<file path="src/rtl/core_pkg.sv">
// Shared core definitions: default datapath sizes and common scalar types
// used by the register file and its scoreboard.
package core_pkg;

    localparam int XLEN_DEF  = 32;
    localparam int NREGS_DEF = 32;

    typedef logic [4:0]  reg_addr_t;
    typedef logic [31:0] xlen_t;

endpackage

</file>
<file path="src/rtl/regfile_scoreboard.sv">
// Per-register busy scoreboard for long-latency ops: issue sets, retiring
// writeback clears, and busy source operands are reported to the hazard unit.
module regfile_scoreboard
    import core_pkg::*;
#(
    parameter int NREGS  = NREGS_DEF,
    parameter int NRD    = 2,
    parameter int NWR    = 2,
    parameter int BYPASS = 1
) (
    input  logic                                  clk,
    input  logic                                  rst,
    input  logic [NRD-1:0][$clog2(NREGS)-1:0]     raddr,
    input  logic [NWR-1:0]                        wr_en,
    input  logic [NWR-1:0][$clog2(NREGS)-1:0]     waddr,
    input  logic [NWR-1:0]                        wr_clr,
    input  logic                                  iss_en,
    input  logic [$clog2(NREGS)-1:0]              iss_addr,
    output logic [NRD-1:0]                        rbusy,
    output logic [NREGS-1:0]                      busy_vec
);

    localparam int AW = $clog2(NREGS);

    logic [NREGS-1:0] busy;
    logic [NREGS-1:0] set_vec;
    logic [NREGS-1:0] clr_vec;

    // Register 0 is excluded from both masks so it can never become busy.
    always_comb begin
        set_vec = '0;
        clr_vec = '0;
        for (int i = 1; i < NREGS; i++) begin
            set_vec[i] = iss_en && (iss_addr == AW'(i));
            for (int w = 0; w < NWR; w++) begin
                if (wr_en[w] && wr_clr[w] && (waddr[w] == AW'(i))) begin
                    clr_vec[i] = 1'b1;
                end
            end
        end
    end

    // Set overrides clear so a back-to-back reissue keeps the register busy.
    always_ff @(posedge clk or negedge rst) begin
        if (!rst) begin
            busy <= '0;
        end else begin
            busy <= set_vec | (busy & ~clr_vec);
        end
    end

    // A retiring write is forwarded by the bypass, so it releases the stall early.
    always_comb begin
        rbusy = '0;
        for (int r = 0; r < NRD; r++) begin
            if (raddr[r] != '0) begin
                rbusy[r] = busy[raddr[r]] && ((BYPASS == 0) ? 1'b1 : !clr_vec[raddr[r]]);
            end
        end
    end

    assign busy_vec = busy;

endmodule

</file>
<file path="src/rtl/regfile_mp_sb.sv">
// Multi-port integer register file with hardwired-zero x0, same-cycle
// write-to-read bypass and an attached busy scoreboard.
module regfile_mp_sb
    import core_pkg::*;
#(
    parameter int XLEN   = XLEN_DEF,
    parameter int NREGS  = NREGS_DEF,
    parameter int NRD    = 2,
    parameter int NWR    = 2,
    parameter int BYPASS = 1
) (
    input  logic                                  clk,
    input  logic                                  rst,
    input  logic [NRD-1:0][$clog2(NREGS)-1:0]     raddr,
    output logic [NRD-1:0][XLEN-1:0]              rdata,
    output logic [NRD-1:0]                        rbusy,
    input  logic [NWR-1:0]                        wr_en,
    input  logic [NWR-1:0][$clog2(NREGS)-1:0]     waddr,
    input  logic [NWR-1:0][XLEN-1:0]              wdata,
    input  logic [NWR-1:0]                        wr_clr,
    input  logic                                  iss_en,
    input  logic [$clog2(NREGS)-1:0]              iss_addr,
    output logic [NREGS-1:0]                      busy_vec
);

    logic [XLEN-1:0] regs [NREGS];

    // Ports are applied in ascending order so the highest-index port wins a conflict.
    always_ff @(posedge clk or negedge rst) begin
        if (!rst) begin
            for (int i = 0; i < NREGS; i++) begin
                regs[i] <= '0;
            end
        end else begin
            for (int w = 0; w < NWR; w++) begin
                if (wr_en[w] && (waddr[w] != '0)) begin
                    regs[waddr[w]] <= wdata[w];
                end
            end
        end
    end

    always_comb begin
        for (int r = 0; r < NRD; r++) begin
            rdata[r] = (raddr[r] == '0) ? '0 : regs[raddr[r]];
            if ((BYPASS != 0) && (raddr[r] != '0)) begin
                for (int w = 0; w < NWR; w++) begin
                    if (wr_en[w] && (waddr[w] == raddr[r])) begin
                        rdata[r] = wdata[w];
                    end
                end
            end
        end
    end

    regfile_scoreboard #(
        .NREGS  (NREGS),
        .NRD    (NRD),
        .NWR    (NWR),
        .BYPASS (BYPASS)
    ) u_scoreboard (
        .clk      (clk),
        .rst      (rst),
        .raddr    (raddr),
        .wr_en    (wr_en),
        .waddr    (waddr),
        .wr_clr   (wr_clr),
        .iss_en   (iss_en),
        .iss_addr (iss_addr),
        .rbusy    (rbusy),
        .busy_vec (busy_vec)
    );

endmodule
</file>
<file path="config.mk">
export PLATFORM = sky130hd
export DESIGN_NAME = regfile_mp_sb
export DESIGN_NICKNAME = d
export VERILOG_FILES = /design/src/rtl/core_pkg.sv /design/src/rtl/regfile_scoreboard.sv /design/src/rtl/regfile_mp_sb.sv
export SDC_FILE = /design/constraint.sdc
export NUM_CORES = 2
export LEC_CHECK = 0
export ABC_CLOCK_PERIOD_IN_PS = 5200
export CORE_ASPECT_RATIO = 1.1
export CORE_UTILIZATION = 40
export CTS_CLUSTER_SIZE = 40
export DETAILED_ROUTE_END_ITERATION = 6
export SYNTH_ARGS = -nofsm -noshare
export SYNTH_HDL_FRONTEND = slang
export SYNTH_HIERARCHICAL = 1
export SYNTH_SLANG_ARGS = --single-unit
</file>
<file path="constraint.sdc">
create_clock -name clk -period 5.2 [get_ports clk]
set_clock_uncertainty 0.2 [all_clocks]
set_input_delay 0.52 -clock clk [delete_from_list [all_inputs] [get_ports clk]]
set_output_delay 0.52 -clock clk [all_outputs]
set_load 0.05 [all_outputs]
</file>
### Word level (Yosys, flattened, before mapping)

Cells that the tools add are included.

* bits in registers: 1056
* bits of input ports: 96
* output and inout bits: 98

* order comparisons: 8
* equal/unequal tests: 97
* mux-type cells: 94
* bitwise logic cells: 7
* reduce and logical (&&, ||, !) cells: 113

Operators with widths (count)
* bitwise mux 1024 bit: 2
* two-way mux 1024 bit: 2
* two-way mux 32 bit: 14
* binary-select mux 32 bit (select 5 bit): 2
* demux 32 bit (select 5 bit): 2
* == test 5 bit (second input constant): 48
* == test 5 x 4 -> 1 bit (second input constant): 24
* logical AND 1 bit: 105
* two-way mux 1 bit: 68
* == test 5 x 3 -> 1 bit (second input constant): 12
* AND 32 bit: 1
* inverter 32 bit: 1
* OR 32 bit: 1
* == test 5 x 2 -> 1 bit (second input constant): 6
* greater-or-equal comparator 6 bit (second input constant): 4
* inverter 5 -> 6 bit: 4
* binary-select mux 1 bit (select 5 bit): 4
* == test 5 bit: 4
* nonzero test 5 bit: 4
* == test 5 x 1 -> 1 bit (second input constant): 3
* less-than comparator 5 x 6 -> 1 bit (second input constant): 2
* less-than comparator 6 x 1 -> 1 bit (second input constant): 2
* zero test 5 bit: 2
* zero test 1 bit: 2

### Depth between registers and ports, before layout

* depth after elaboration: 9
* gate-level depth with buffers: 11

### By module

Netlist, hierarchy kept.

By module, submodules not included
* regfile_mp_sb: times used 1, cells each 6425, area each 65318.9 µm², seq. area each 25624.6 µm²
* regfile_scoreboard: times used 1, cells each 337, area each 2911.5 µm², seq. area each 775.7 µm²

### Least setup slack after synthesis

No wires, ideal clock.

* path kind: input port to output port
* start: input port raddr[1] in the netlist's numbering
* end: output port rdata[14] in the netlist's numbering
* arrival: 2.871 ns
* data required time: 4.480 ns
* slack: 1.609 ns
* stages: 10
* path through: buf_6 -> buf_12 -> buf_12 -> buf_6 -> buf_4 -> mux4_2 -> o22ai_1 -> nor2_1 -> o21ai_0 -> o31ai_1

RTL lines
* from (decl): line regfile_mp_sb.sv:14 `input logic [NRD-1:0][$clog2(NREGS)-1:0] raddr,`
* to (decl): line regfile_mp_sb.sv:15 `output logic [NRD-1:0][XLEN-1:0] rdata,`

==> reports/results.env <==
OUTCOME='complete, but fails checks'
VIOLATIONS='DRC'
ANT_NETS=0
LAYOUT_OVERHEAD_ON_THE_SYNTHESIZED_AREA_PCT=12.4
YOSYSSEQAREASHARE_PCT=38.7
VIASPERCELL=6.81
SYNTH_COMPOUND_GATE_AREA_SHARE_PCT=15.4
NETS_FINAL=6626
CELLINTERNALPOWER_W=0.0196
TRITONCTS='done'
SETUP_TNS_PS=0
CTS-ROOT-BUF='sky130_fd_sc_hd__clkbuf_16'
NUMCTSBUFFERS=114
HTREE_DEPTH=3
MAXIMUM_CAPACITANCE_VIOLATIONS=0
MAPPEDNETLISTNETS=6858
GRT_PASS1_WL_MM=444
GATE_COUNT_OF_THE_MAPPED_NETLIST=6762
REG2REG_FROM='u_scoreboard/busy_vec[9]'
YOSYS-MUX-AREA-FRACTION_PCT=30.2
ROUTED_WIRE_LENGTH_PER_INSTANCE_UM=35.7
SYNTH.AVG_CELL_AREA_UM2=10.1
POST_SYNTH_AND_OR_NAND_NOR_AREA_FRACTION_PCT=9.31
P_CLK_SHARE_PCT=30.3
CPLARGESTDELAYFAMILY='simple AND/OR/NAND/NOR gates'
SHARE_OF_THE_CLOCK_PERIOD_USED_BY_THE_WORST_PATH_PCT=96.9
DIEWIDTH_UM=396
FLOORPLAN.DIE_AREA_MM2=0.172
SLEW_VIOL_FINAL=0
DRT_WL_TOTAL_MM=317
REQUIRED_PS=4480
SYNTH-SEQ-CELLS=1055
POST-ROUTE-DRC-COUNT=9
MAX-VDD-IR-DROP_V=0.000306
POWER.DENSITY_mW_PER_MM2=386
PERIOD_NEEDED_PS=5040
PATH_BUF_INV=5
HOLDCRITPATHCLASS='in2async'
FINALWEIGHTEDCONGESTION=0.958
P_LEAK_nW=32.9
NUM_ROWS=158
SEQUENTIALPOWERSHARE_PCT=41.1
CTS.REPORTEDPATHS.CLKPINSLEW_PS=60
FINALSETUPVIOLATIONS=0
TOTAL_VIA_COUNT_AFTER_DETAILED_ROUTING=60400
DIE_Y_UM=435
IO-PIN-COUNT=194
POWER.COMBINATIONAL.FRACTION_PCT=28.6
DETAILEDROUTE.FIRSTPASSITERATIONCOUNT=7
POWER_SWITCHING_W=0.0100
BUFFER_LEVELS_ON_THE_LONGEST_CLOCK_PATH=3
ASYNC_SET_RESET_FLOP_SHARE_OUT_OF_SYNTHESIS_PCT=100
WORSTSETUPENDPOINTTYPE='primary output'
CRITICAL_PATH_CLASS='in2out'
MAX_SLEW_HEADROOM_AT_THE_WORST_PIN_PCT=17.3
WORST_PIN_SLEW_PS=1240
CLKLATENCYLATEPIN_PS=770
PATH_MAX_FANOUT=36
SYNTH-EDFF-COUNT=0
WORST_R2R_ENDPOINT='u_scoreboard/busy_vec[9]'
FILLCELLCOUNT=15600
MAX_FREQ_MHz=198
GRT_SETUP_UNREPAIRED='no'
GRT_ANTENNA_BEFORE_REPAIR=18
PLACEMENT.IO_BUFFERS=192
CTS_REPAIR_RESIZE_COUNT=0
POWER.SWITCHING_FRACTION_PCT=33.9
WORST_PATH_MAX_DELAY_CELL='sky130_fd_sc_hd__nor3_1'
SYNTH_TOP_FAMILY_BY_AREA='multiplexers'
CRITICAL-PATH-MAX-STAGE-DELAY_PS=860
DPL.HPWL_MM=191
CRIT_ARRIVAL_PS=4320
TIMING.CRITICAL_PATH.FROM_TYPE='primary input'
CP_CELL_SEQUENCE='buf_6 > buf_12 > nand2b_1 > buf_4 > o22ai_1 > nor2_1 > nor3_1 > nor3_1 > buf_4 > buf_12'
CLOCK_SINK_COUNT=1055
YS_DOMINANT_REG_CELL='sky130_fd_sc_hd__dfrtp_1'
CORE_MM2=0.169
GLOBAL_ROUTE.OVERFLOW_TOTAL=0
FIRST_ITER_VIOLATIONS=9540
YOSYSWARNINGS=6
SYNTH_XOR_XNOR_AREA_SHARE_PCT=0.257
REG2REG_DEPTH=3
PRE_CTS_SLACK_PS=548
SYNTH_AREA_MM2=0.0682
SYNTH_CELL_TYPES=102
POSTLAYOUTSETUPSLACKWORST_PS=159
GRT_PASS1_VIAS=57600
YOSYS.AREA_SHARE.ADDER_PCT=0
FRACTION_OF_FINAL_LAYOUT_CELLS_WITH_DRIVE_STRENGTH_GREATER_THAN_1_PCT=15.9
FINAL_HOLD_VIOLATIONS=0
INITIAL_CORE_UTIL_PCT=40.4
REG2REG_SLACK_PS=3830
GLOBAL_ROUTE.USAGE.TOTAL_PCT=35.8
GRT_START_MAX_NET_PINS=136
[power groups by stage]
stage	Combinational (W)	Sequential [W]	Clock [W]
floorplan	0.00569	0.0118	0
CTS	0.00832	0.0120	0.00896
detailed placement	0.00831	0.0122	0
finish	0.00847	0.0122	0.00895
global route	0.00899	0.0123	0.00927
global placement	0.00815	0.0120	0
[registers in the layout (all words and copies together), names as in the netlist]
register               cells
regs                    1024
u_scoreboard/busy_vec     31
[logic make-up (layout without fill, tap and decap cells)]
| family | count (synthesis) | after routing |
|---|---|---|
| xor gates and xnor gates | 20 | 20 |
| buffers and inverters | 869 | 729 |
| DFF | 1055 | 1055 |
| muxes | 1630 | 1630 |
| and+or+nand+nor | 1464 | 1464 |
| AOI/OAI and AO/OA | 1723 | 1723 |
| other | 1 | 14 |
[stage by stage]
| step | cell area, µm² | total power (W) | util, % | hold WS, ps | cells |
|---|---|---|---|---|---|
| final | 76700 | 0.0296 | 45.4 | 121 | 8875 |
| after global routing | 76700 | 0.0306 | 45.4 | 185 | 8866 |
| after CTS | 76700 | 0.0293 | 45.4 | 143 | 8862 |
| after detailed placement | 72700 | 0.0205 | 43.0 | 186 | 8653 |
| after global placement | 72700 | 0.0202 | 43.0 | 179 | 8653 |
| after floorplan | 68200 | 0.0175 | - | 24.4 | 6762 |
[Yosys cell counts (all sizes together), types with 6 or more instances]
library cell,n,area [µm²]
dfrtp,1055,26400
o211ai,12,90.1
nand4,9,56.3
nor2,740,2800
nor3,50,323
mux2,12,135
nand2b,35,219
a22oi,151,1140
o32ai,11,119
nor3b,10,103
o22a,6,52.6
nor2b,32,200
inv,15,56.3
o221ai,33,289
or3,9,56.3
and3,19,119
a221oi,47,424
a21oi,698,3490
mux2i,1279,12800
nor4b,6,58.8
nand3,62,310
or2,8,50.1
and2,8,50.1
nand3b,7,56.3
nor4,8,62.6
o22ai,109,694
nand2,436,1640
nand4b,7,67.6
o31ai,8,60.1
mux4,339,7650
xnor2,8,70.1
buf,374,2310
o21ai,415,2080
xor2,12,105
a211oi,28,210
clkbuf,479,1850
a32oi,89,780
a22o,58,527
a221o,15,150
[repair_timing]
action,CTS,global route
endpoints found under the hold margin,54,0
hold buffers,1,0
setup buffers,0,0
[metal layers]
| layer | vias up | wire length (µm) | track usage [%] | share of wire (%) |
|---|---|---|---|---|
| met2 | 4878 | 132000 | 51.3 | 42 |
| li1 | 24400 | - | - | - |
| met1 | 29700 | 115000 | 45.3 | 36 |
| met5 | - | 122 | 0.195 | 0.039 |
| met3 | 1371 | 41400 | 11.5 | 13 |
| met4 | 14 | 27500 | 25.9 | 8.7 |
[worst register-to-register path, stage by stage (launching register included)]
cell and delay, ps:
sky130_fd_sc_hd__dfrtp_1 390, sky130_fd_sc_hd__a21boi_0 180, sky130_fd_sc_hd__a21boi_1 350, sky130_fd_sc_hd__o21bai_1 170
[final cells by class]
cell class | instances | area (µm²) | area share (%)
multi-input combinational | 4838 | 38100 | 49.7
clock inverter | 43 | 576 | 0.750
clock buffer | 165 | 3430 | 4.47
tap | 2240 | 2800 | 3.65
inverter | 16 | 60.1 | 0.0783
antenna | 13 | 32.5 | 0.0424
sequential | 1055 | 26400 | 34.4
timing repair buffer | 505 | 5270 | 6.86
[worst max path at each step]
| stage | cells past startpoint | to | start | slack (ps) |
|---|---|---|---|---|
| CTS | 10 | rdata[42] | waddr[2] | 540 |
| finish | 10 | rdata[26] | raddr[2] | 160 |
| floorplan | 10 | rdata[14] | raddr[1] | 1610 |
| detailed placement | 10 | rdata[42] | waddr[2] | 550 |
| global placement | 10 | rdata[26] | raddr[2] | 580 |
| global route | 10 | rdata[42] | waddr[2] | 2 |
[cell usage in the layout, fill, tap and decap left out, types with 12 or more instances in the layout]
cell type / n
sky130_fd_sc_hd__and3_1: 17
sky130_fd_sc_hd__bufinv_16: 13
sky130_fd_sc_hd__inv_1: 15
sky130_fd_sc_hd__o22ai_1: 107
sky130_fd_sc_hd__clkdlybuf4s50_1: 116
sky130_fd_sc_hd__nor3_1: 38
sky130_fd_sc_hd__diode_2: 13
sky130_fd_sc_hd__a22oi_1: 149
sky130_fd_sc_hd__o211ai_1: 12
sky130_fd_sc_hd__nor2b_1: 27
sky130_fd_sc_hd__clkinv_2: 22
sky130_fd_sc_hd__nand2_4: 26
sky130_fd_sc_hd__nand3_1: 59
sky130_fd_sc_hd__a22o_1: 49
sky130_fd_sc_hd__clkbuf_1: 16
sky130_fd_sc_hd__a32oi_1: 89
sky130_fd_sc_hd__nor2_4: 26
sky130_fd_sc_hd__a211oi_1: 28
sky130_fd_sc_hd__a221o_1: 15
sky130_fd_sc_hd__a221oi_1: 45
sky130_fd_sc_hd__clkbuf_8: 33
sky130_fd_sc_hd__o21ai_0: 389
sky130_fd_sc_hd__nor2_1: 709
sky130_fd_sc_hd__o21ai_1: 26
sky130_fd_sc_hd__mux2i_1: 1279
sky130_fd_sc_hd__o221ai_1: 33
sky130_fd_sc_hd__mux2_2: 12
sky130_fd_sc_hd__buf_12: 91
sky130_fd_sc_hd__xor2_1: 12
sky130_fd_sc_hd__nand2b_1: 35
sky130_fd_sc_hd__clkbuf_16: 117
sky130_fd_sc_hd__nand2_1: 404
sky130_fd_sc_hd__buf_4: 288
sky130_fd_sc_hd__a21oi_1: 698
sky130_fd_sc_hd__dfrtp_1: 1055
sky130_fd_sc_hd__mux4_2: 336
(Power assumes the default switching activity.)
